**config.mk**
```make
export PLATFORM = sky130hd
export DESIGN_NAME = line_packer
export DESIGN_NICKNAME = d
export VERILOG_FILES = /design/src/rtl/line_packer.sv
export SDC_FILE = /design/constraint.sdc
export NUM_CORES = 2
export LEC_CHECK = 0
export CAP_MARGIN = 0
export CORE_ASPECT_RATIO = 1.2
export CORE_UTILIZATION = 49
export CTS_CLUSTER_DIAMETER = 50
export DETAILED_ROUTE_END_ITERATION = 10
export PLACE_DENSITY = 0.76
export SYNTH_ARGS = -nofsm -noshare
export SYNTH_HDL_FRONTEND = slang
export SYNTH_SLANG_ARGS = --single-unit
```
**constraint.sdc**
```tcl
create_clock -name ppuClk -period 1.7 [get_ports ppuClk]
set_input_delay 0.17 -clock ppuClk [delete_from_list [all_inputs] [get_ports ppuClk]]
set_output_delay 0.17 -clock ppuClk [all_outputs]
set_load 0.01 [all_outputs]
```
**src/rtl/line_packer.sv**
```systemverilog
// Packs a stream of 2-bit pixels into two 160-bit bitplanes and publishes each
// completed line, holding updateBufferSignal high for HOLD_CYCLES cycles.
module line_packer #(
   parameter int HOLD_CYCLES = 8,
   parameter int MAX_LY      = 143
) (
   input  logic         ppuClk,
   input  logic         resetN,
   input  logic         lineStart,
   input  logic [7:0]   lyIn,
   input  logic         pixelValid,
   input  logic [1:0]   pixelData,
   output logic [159:0] LineBuffer0,
   output logic [159:0] LineBuffer1,
   output logic [7:0]   LY,
   output logic         updateBufferSignal,
   output logic         busy,
   output logic         pixelDropped,
   output logic         lineAborted
);

   localparam logic [7:0] LAST_X    = 8'd159;
   localparam logic [7:0] MAX_LY_V  = 8'(MAX_LY);
   localparam logic [6:0] HOLD_LOAD = 7'(HOLD_CYCLES);

   typedef enum logic {IDLE, FILL} state_t;

   state_t         state;
   logic [7:0]     x;
   logic [7:0]     lineLy;
   logic [159:0]   work0;
   logic [159:0]   work1;
   logic [159:0]   nextWork0;
   logic [159:0]   nextWork1;
   logic [6:0]     holdCnt;
   logic           lyOk;

   assign lyOk               = (lyIn <= MAX_LY_V);
   assign busy               = (state == FILL);
   assign updateBufferSignal = (holdCnt != 7'd0);

   // Work planes with the current pixel merged in, so the final pixel of a
   // line is published in the same edge it is accepted.
   always_comb begin
      nextWork0    = work0;
      nextWork1    = work1;
      nextWork0[x] = pixelData[0];
      nextWork1[x] = pixelData[1];
   end

   always_ff @(posedge ppuClk) begin
      if (!resetN) begin
         // NOTE: the line planes are plain registers, not RAM, so they take the
         // reset like everything else; stale data can never be published.
         state        <= IDLE;
         x            <= 8'd0;
         lineLy       <= 8'd0;
         work0        <= '0;
         work1        <= '0;
         LineBuffer0  <= '0;
         LineBuffer1  <= '0;
         LY           <= 8'd0;
         holdCnt      <= 7'd0;
         pixelDropped <= 1'b0;
         lineAborted  <= 1'b0;
      end else begin
         // NOTE: non-blocking throughout, so the later publish reload of
         // holdCnt cleanly overrides this decrement within the same edge.
         pixelDropped <= 1'b0;
         lineAborted  <= 1'b0;
         if (holdCnt != 7'd0) holdCnt <= holdCnt - 7'd1;

         case (state)
            IDLE: begin
               pixelDropped <= pixelValid;
               if (lineStart && lyOk) begin
                  lineLy <= lyIn;
                  x      <= 8'd0;
                  work0  <= '0;
                  work1  <= '0;
                  state  <= FILL;
               end
            end

            FILL: begin
               if (lineStart) begin
                  lineAborted  <= 1'b1;
                  pixelDropped <= pixelValid;
                  x            <= 8'd0;
                  work0        <= '0;
                  work1        <= '0;
                  if (lyOk) lineLy <= lyIn;
                  else      state  <= IDLE;
               end else if (pixelValid) begin
                  work0 <= nextWork0;
                  work1 <= nextWork1;
                  if (x == LAST_X) begin
                     LineBuffer0 <= nextWork0;
                     LineBuffer1 <= nextWork1;
                     LY          <= lineLy;
                     holdCnt     <= HOLD_LOAD;
                     x           <= 8'd0;
                     state       <= IDLE;
                  end else begin
                     x <= x + 8'd1;
                  end
               end
            end

            default: state <= IDLE;
         endcase
      end
   end

endmodule

```
# Word-level counts from Yosys, hierarchy flattened
# Index checks and enable logic that the tools add are counted.
dict set report totals {
  regBits 674
  input_bits 14
  output_inout_bits 332
  wordCells 64
}
dict set report classes {
  n_addsub 2
  order_cmp 3
  eq_ne 5
  mux 34
  bitwise_logic 2
  n_reduce_logical 7
}
# op count
set op_table {}
lappend op_table {{$mux 160} 5}
lappend op_table {{$pmux 160 s2} 2}
lappend op_table {{$bwmux 160} 2}
lappend op_table {{$mux 8} 7}
lappend op_table {{$mux 7} 5}
lappend op_table {{$pmux 8 s2} 2}
lappend op_table {{$lt 8x9->1 const B} 1}
lappend op_table {{$add 8x1->8 const B} 1}
lappend op_table {{$demux 1 s8} 1}
lappend op_table {{$eq 8x8->1 const B} 1}
lappend op_table {{$ge 8x1->1 const B} 1}
lappend op_table {{$le 8x8->1 const B} 1}
lappend op_table {{$mux 1} 8}
lappend op_table {{$reduce_bool 7->1} 1}
lappend op_table {{$sub 7x1->7 const B} 1}
lappend op_table {{$ne 2x2->1 const B} 2}
lappend op_table {{$pmux 1 s2} 2}
lappend op_table {{$reduce_and 2->1} 2}
lappend op_table {{$reduce_and 4->1} 1}
lappend op_table {{$ne 3x3->1 const B} 1}
lappend op_table {{$reduce_and 3->1} 1}
lappend op_table {{$logic_and 1x1->1} 2}
lappend op_table {{$ne 2x1->1 const B} 1}
lappend op_table {{$not 1->1} 2}

# Depth between registers and ports, before layout
dict set report depth {
  word_depth 8
  ltp_mapped 8
  depth_no_buf 6
}

# Worst setup path before layout
# OpenSTA, ideal clock, no wires.
dict set report synth_timing {
  kind {flip-flop to flip-flop}
  start {register x[5]}
  end {register LineBuffer1[72]}
  arrival_time_ns 1.797
  path_slack_ns -0.222
  path_stages_with_launch 7
  path_buffers 2
  synth_period_minus_slack_ns 1.922
  path_cell_list {dfxtp_1 > buf_2 > or4b_2 > buf_2 > nor2_1 > mux2i_1 > o2bb2ai_1}
}
dict set report synth_between {
  elab_chain_cells 5
  word_cells_on_any_way 8
  cone_classes {order compare: 2; eq/ne: 1; mux: 3; reduce/logical: 2}
}
# element line
set synth_rtl {}
lappend synth_rtl {{start: declaration} 29} ;# logic [7:0] x;
lappend synth_rtl {{start signal: assignment} 105} ;# x <= x + 8'd1;
lappend synth_rtl {{$lt 8x9->1 (not written as such) or $ge 8x1->1 (tied branches)} 48} ;# nextWork1[x] = pixelData[1];
lappend synth_rtl {{$logic_and 1x1->1 (not written as such)} 48}
lappend synth_rtl {{$mux 1 (not written as such)} 48}
lappend synth_rtl {{$demux 1 s8} 48}
lappend synth_rtl {{$bwmux 160} 48}
lappend synth_rtl {{end signal: assignment} 99} ;# LineBuffer1 <= nextWork1;
lappend synth_rtl {{end: declaration} 14} ;# output logic [159:0] LineBuffer1,
# Several ways; a longest one is shown, not always the timed one.
# A chain may end at the register's enable or synchronous reset.

# Final worst setup path
dict set report layout_timing {
  start {register x[6]}
  end {register LineBuffer1[24]}
}
# The elaborated chain is that of the path after synthesis.

==> reports/summary.txt <==
Worst EP arrival: 2.44 ns
actual slew at the worst max-slew pin: 0.568 ns
clock slew at reported path FFs: 0.07 ns
layout cell share with drive strength beyond 1: 23.5%
first-pass iteration count of the detailed router: 5
Reg-to-Reg End: LineBuffer1[24]
detailed-route DRC error count: 0
number of vias per cell after detailed routing: 6.13
worst slew margin relative to its limit: 62.1%
Pwr per Cell Area: 932 nW/µm²
cell with the largest stage delay on the worst path: or4b_4
number of max-capacitance violations reported: 0
# H-tree levels: 3
starting utilization of the core area: 50.0%
time the worst path needs with I/O delays and setup: 1.96 ns
Post-DP Area: 30400 µm²
count of buffering cells on the critical path with inverters included: 2
count of buffers inserted at the top-level ports: 345
Top Family by Delay on Critical Path: simple AND/OR/NAND/NOR gates
worst hold path endpoint: work1[20]
ant diodes: 0
EDFF count, synth: 0
Static Leakage: 11.7 nW
post-route cell area: 35600 µm²
Syn. warnings: 0
required time at the endpoint of the critical path: 2.18 ns
GR Overflow Total: 0
ANT nets after route: 0
sinks on the clock net: 672
wire length of the first global-routing pass: 124000 µm
number of CTS-inserted buffers: 68
maximum vdd ir drop: 0.753 mV
All-Layer GR Usage: 30.7%
row count: 89
endpoint type of the worst setup path: register
final max-slew violation count: 0
worst hold slack after final layout: 0.0832 ns
total via count in the routed design: 20100
fill cell count: 3233
worst-path maximum fanout: 7
failing checks: setup timing
fraction of the cycle the final worst path needs: 115%
Total Routed Length: 81000 µm
length in cells of the worst reg-to-reg path: 6
layout overhead on the synthesized area: 43.4%
Yosys cell types: 46
Clock Tree Buf Depth: 3
Iteration-0 DRC Markers: 1212
number of antenna violations at the first check in global routing: 0
height of the chip: 248 µm
startpoint class of the critical path: register
Avg Synthesized Cell Area: 11.5 µm²
syn nets: 2167
beginning of the worst register-to-register path: x[6]
Tightest Hold Check Type: in2reg
placeable core region: 49600 µm²
run status: finished with violations
half-perimeter wire length after placement: 47500 µm
post-synthesis sequential area ratio: 54.3%
DIE AREA: 51500 µm²
utilization of the core after routing: 71.8%
number of ports placed on the die boundary: 346
count of mapped cells out of synthesis: 2147
startpoint-to-endpoint class of the critical path: reg2reg
max incr delay on CP: 0.57 ns
register-to-register setup slack: -0.26 ns
achievable frequency: 511 MHz
# placed instances: 3080
FF+latch count, synth: 672
DIE WIDTH: 207 µm
worst setup margin: -0.257 ns
via count of the first global-routing pass: 20400
Clock Latency Late Sink: 0.60 ns
chain of cells forming the critical path: buf_8, or4b_4, buf_12, nor2_4, mux2i_4, o2bb2ai_2
share of synthesized flip-flops with an asynchronous set or reset: 0%
number of cells traversed by the worst hold path: 3
setup repair after global routing missed its margin: yes
Avg WL per Cell: 24.7 µm
TritonCTS clock tree: yes
fin nets: 2614
Layout Cells excl Fill: 3281
post-route clock skew: 0.0163 ns
final hold vios: 0
Post-Syn Area: 24800 µm²
cell chosen for the clock root: clkbuf_16
gpl congestion: 0.821
startpoint of the lowest-slack hold path: pixelData[1]
leading register cell type out of synthesis: dfxtp_1
setup-violating endpoint count in the final report: 622
largest net degree at the start of global routing: 77
[power by group]
| group | internal [mW] | leakage (nW) | total [mW] | switching (mW) |
|---|---|---|---|---|
| sequential | 15.8 | 5.42 | 15.9 | 0.0799 |
| clock | 9.09 | 1.15 | 15.4 | 6.32 |
| combinational | 0.786 | 5.10 | 1.83 | 1.05 |
| total | 25.7 | 11.7 | 33.1 | 7.44 |
[cells in the final DEF (no fill, tap or decap), types with 4 or more instances in the layout]
cell type	n
clkbuf_16	73
buf_16	35
inv_6	4
clkinv_2	10
dfxtp_1	664
nor2_1	37
buf_4	99
mux2i_4	17
nand3_1	5
inv_1	5
buf_8	7
nand3b_1	9
mux2i_2	94
clkdlybuf4s50_1	341
buf_12	68
buf_6	28
or4b_4	6
a22o_1	10
ha_4	4
nor2_2	19
nor2b_1	9
nor3b_4	4
o21ai_0	8
xnor2_1	4
mux2i_1	212
clkbuf_1	10
o2bb2ai_1	619
o2bb2ai_2	17
nor2_4	76
dfxtp_4	7
clkbuf_8	18
nand2_1	47
or3_1	5
[cells in the mapped netlist, types with 5 or more instances]
cell type / instances / share of area [%]
o21ai_0: 8 / 0.16
inv_1: 7 / 0.11
nand3b_1: 9 / 0.27
buf_1: 12 / 0.18
clkbuf_1: 165 / 2.5
a22o_1: 10 / 0.35
dfxtp_1: 672 / 54
nor2_1: 132 / 2.0
ha_1: 6 / 0.30
or3_1: 5 / 0.13
nand3_1: 10 / 0.20
nand2_1: 53 / 0.80
buf_2: 17 / 0.34
buf_6: 12 / 0.54
mux2i_1: 323 / 13
o2bb2ai_1: 636 / 22
nor2b_1: 9 / 0.23
[cell type report]
| class | count | area [µm²] | share of cell area (%) |
|---|---|---|---|
| Sequential cell | 672 | 13500 | 37.9 |
| Multi-Input combinational cell | 1264 | 12000 | 33.8 |
| Timing Repair Buffer | 581 | 6930 | 19.5 |
| Clock buffer | 101 | 2110 | 5.94 |
| Tap cell | 637 | 797 | 2.24 |
| Clock inverter | 19 | 194 | 0.545 |
| Inverter | 7 | 28.8 | 0.0809 |
[registers in the layout, summed over array words and instances (netlist names)]
register	cells
lineAborted	1
work0	159
x	8
holdCnt	7
busy	1
lineLy	8
LineBuffer0	160
LY	8
LineBuffer1	160
work1	159
pixelDropped	1
[worst min-delay path: cells and delay by family]
family          cells  cell delay, ns
compound gates      1            0.07
mux                 1            0.20
buf+inv             1            0.18
[metrics by stage]
stage | worst slack, ns | power (mW) | TNS (ns)
3_5_place_dp | -0.521 | 17.6 | -233.97
3_3_place_gp | -0.489 | 17.5 | -213.96
4_1_cts | -0.237 | 33.2 | -60.54
6_report | -0.257 | 33.1 | -65.15
2_1_floorplan | -0.0636 | 17.1 | -15.04
5_1_grt | -0.304 | 34.1 | -108.58
[cells by family (layout without fill, tap and decap cells)]
kind of cell / count (synthesis) / in the layout / synth area share (%)
buffers and inverters: 213 / 708 / 3.67
AND/OR/NAND/NOR: 252 / 253 / 4.92
flip-flops: 672 / 672 / 54.3
adder cells (fa/ha/maj): 6 / 6 / 0.303
multiplexers: 323 / 323 / 13.0
AO/OA/AOI/OAI: 674 / 675 / 23.6
XOR/XNOR: 7 / 7 / 0.247
[routing by layer]
metal | global-route usage [%] | vias up | wire (µm)
met5 | 0 | - | 0
met4 | 14.7 | 0 | 3480
met3 | 5.77 | 189 | 5010
met2 | 49.6 | 767 | 38200
met1 | 39.6 | 10000 | 34300
li1 | - | 9134 | -
[repair_timing]
item	in CTS	in global routing
hold endpoints to repair	2	0
cloned	35	1
setup buffers	41	8
hold buffers	1	0
endpoints found under the setup margin	758	833
pin swaps	158	42
gates resized for setup	252	115
[worst max path at each step]
| stage | endpoint | slack, ns | start | cells after the start |
|---|---|---|---|---|
| 5_1_grt | LineBuffer1[24] | -0.30 | x[6] | 6 |
| 4_1_cts | LineBuffer1[12] | -0.24 | x[6] | 6 |
| 3_5_place_dp | work0[53] | -0.52 | lyIn[6] | 6 |
| 2_1_floorplan | LineBuffer0[152] | -0.06 | x[3] | 6 |
| 3_3_place_gp | work0[44] | -0.49 | lyIn[6] | 6 |
| 6_report | LineBuffer1[24] | -0.26 | x[6] | 6 |
(Power assumes the default switching activity.)
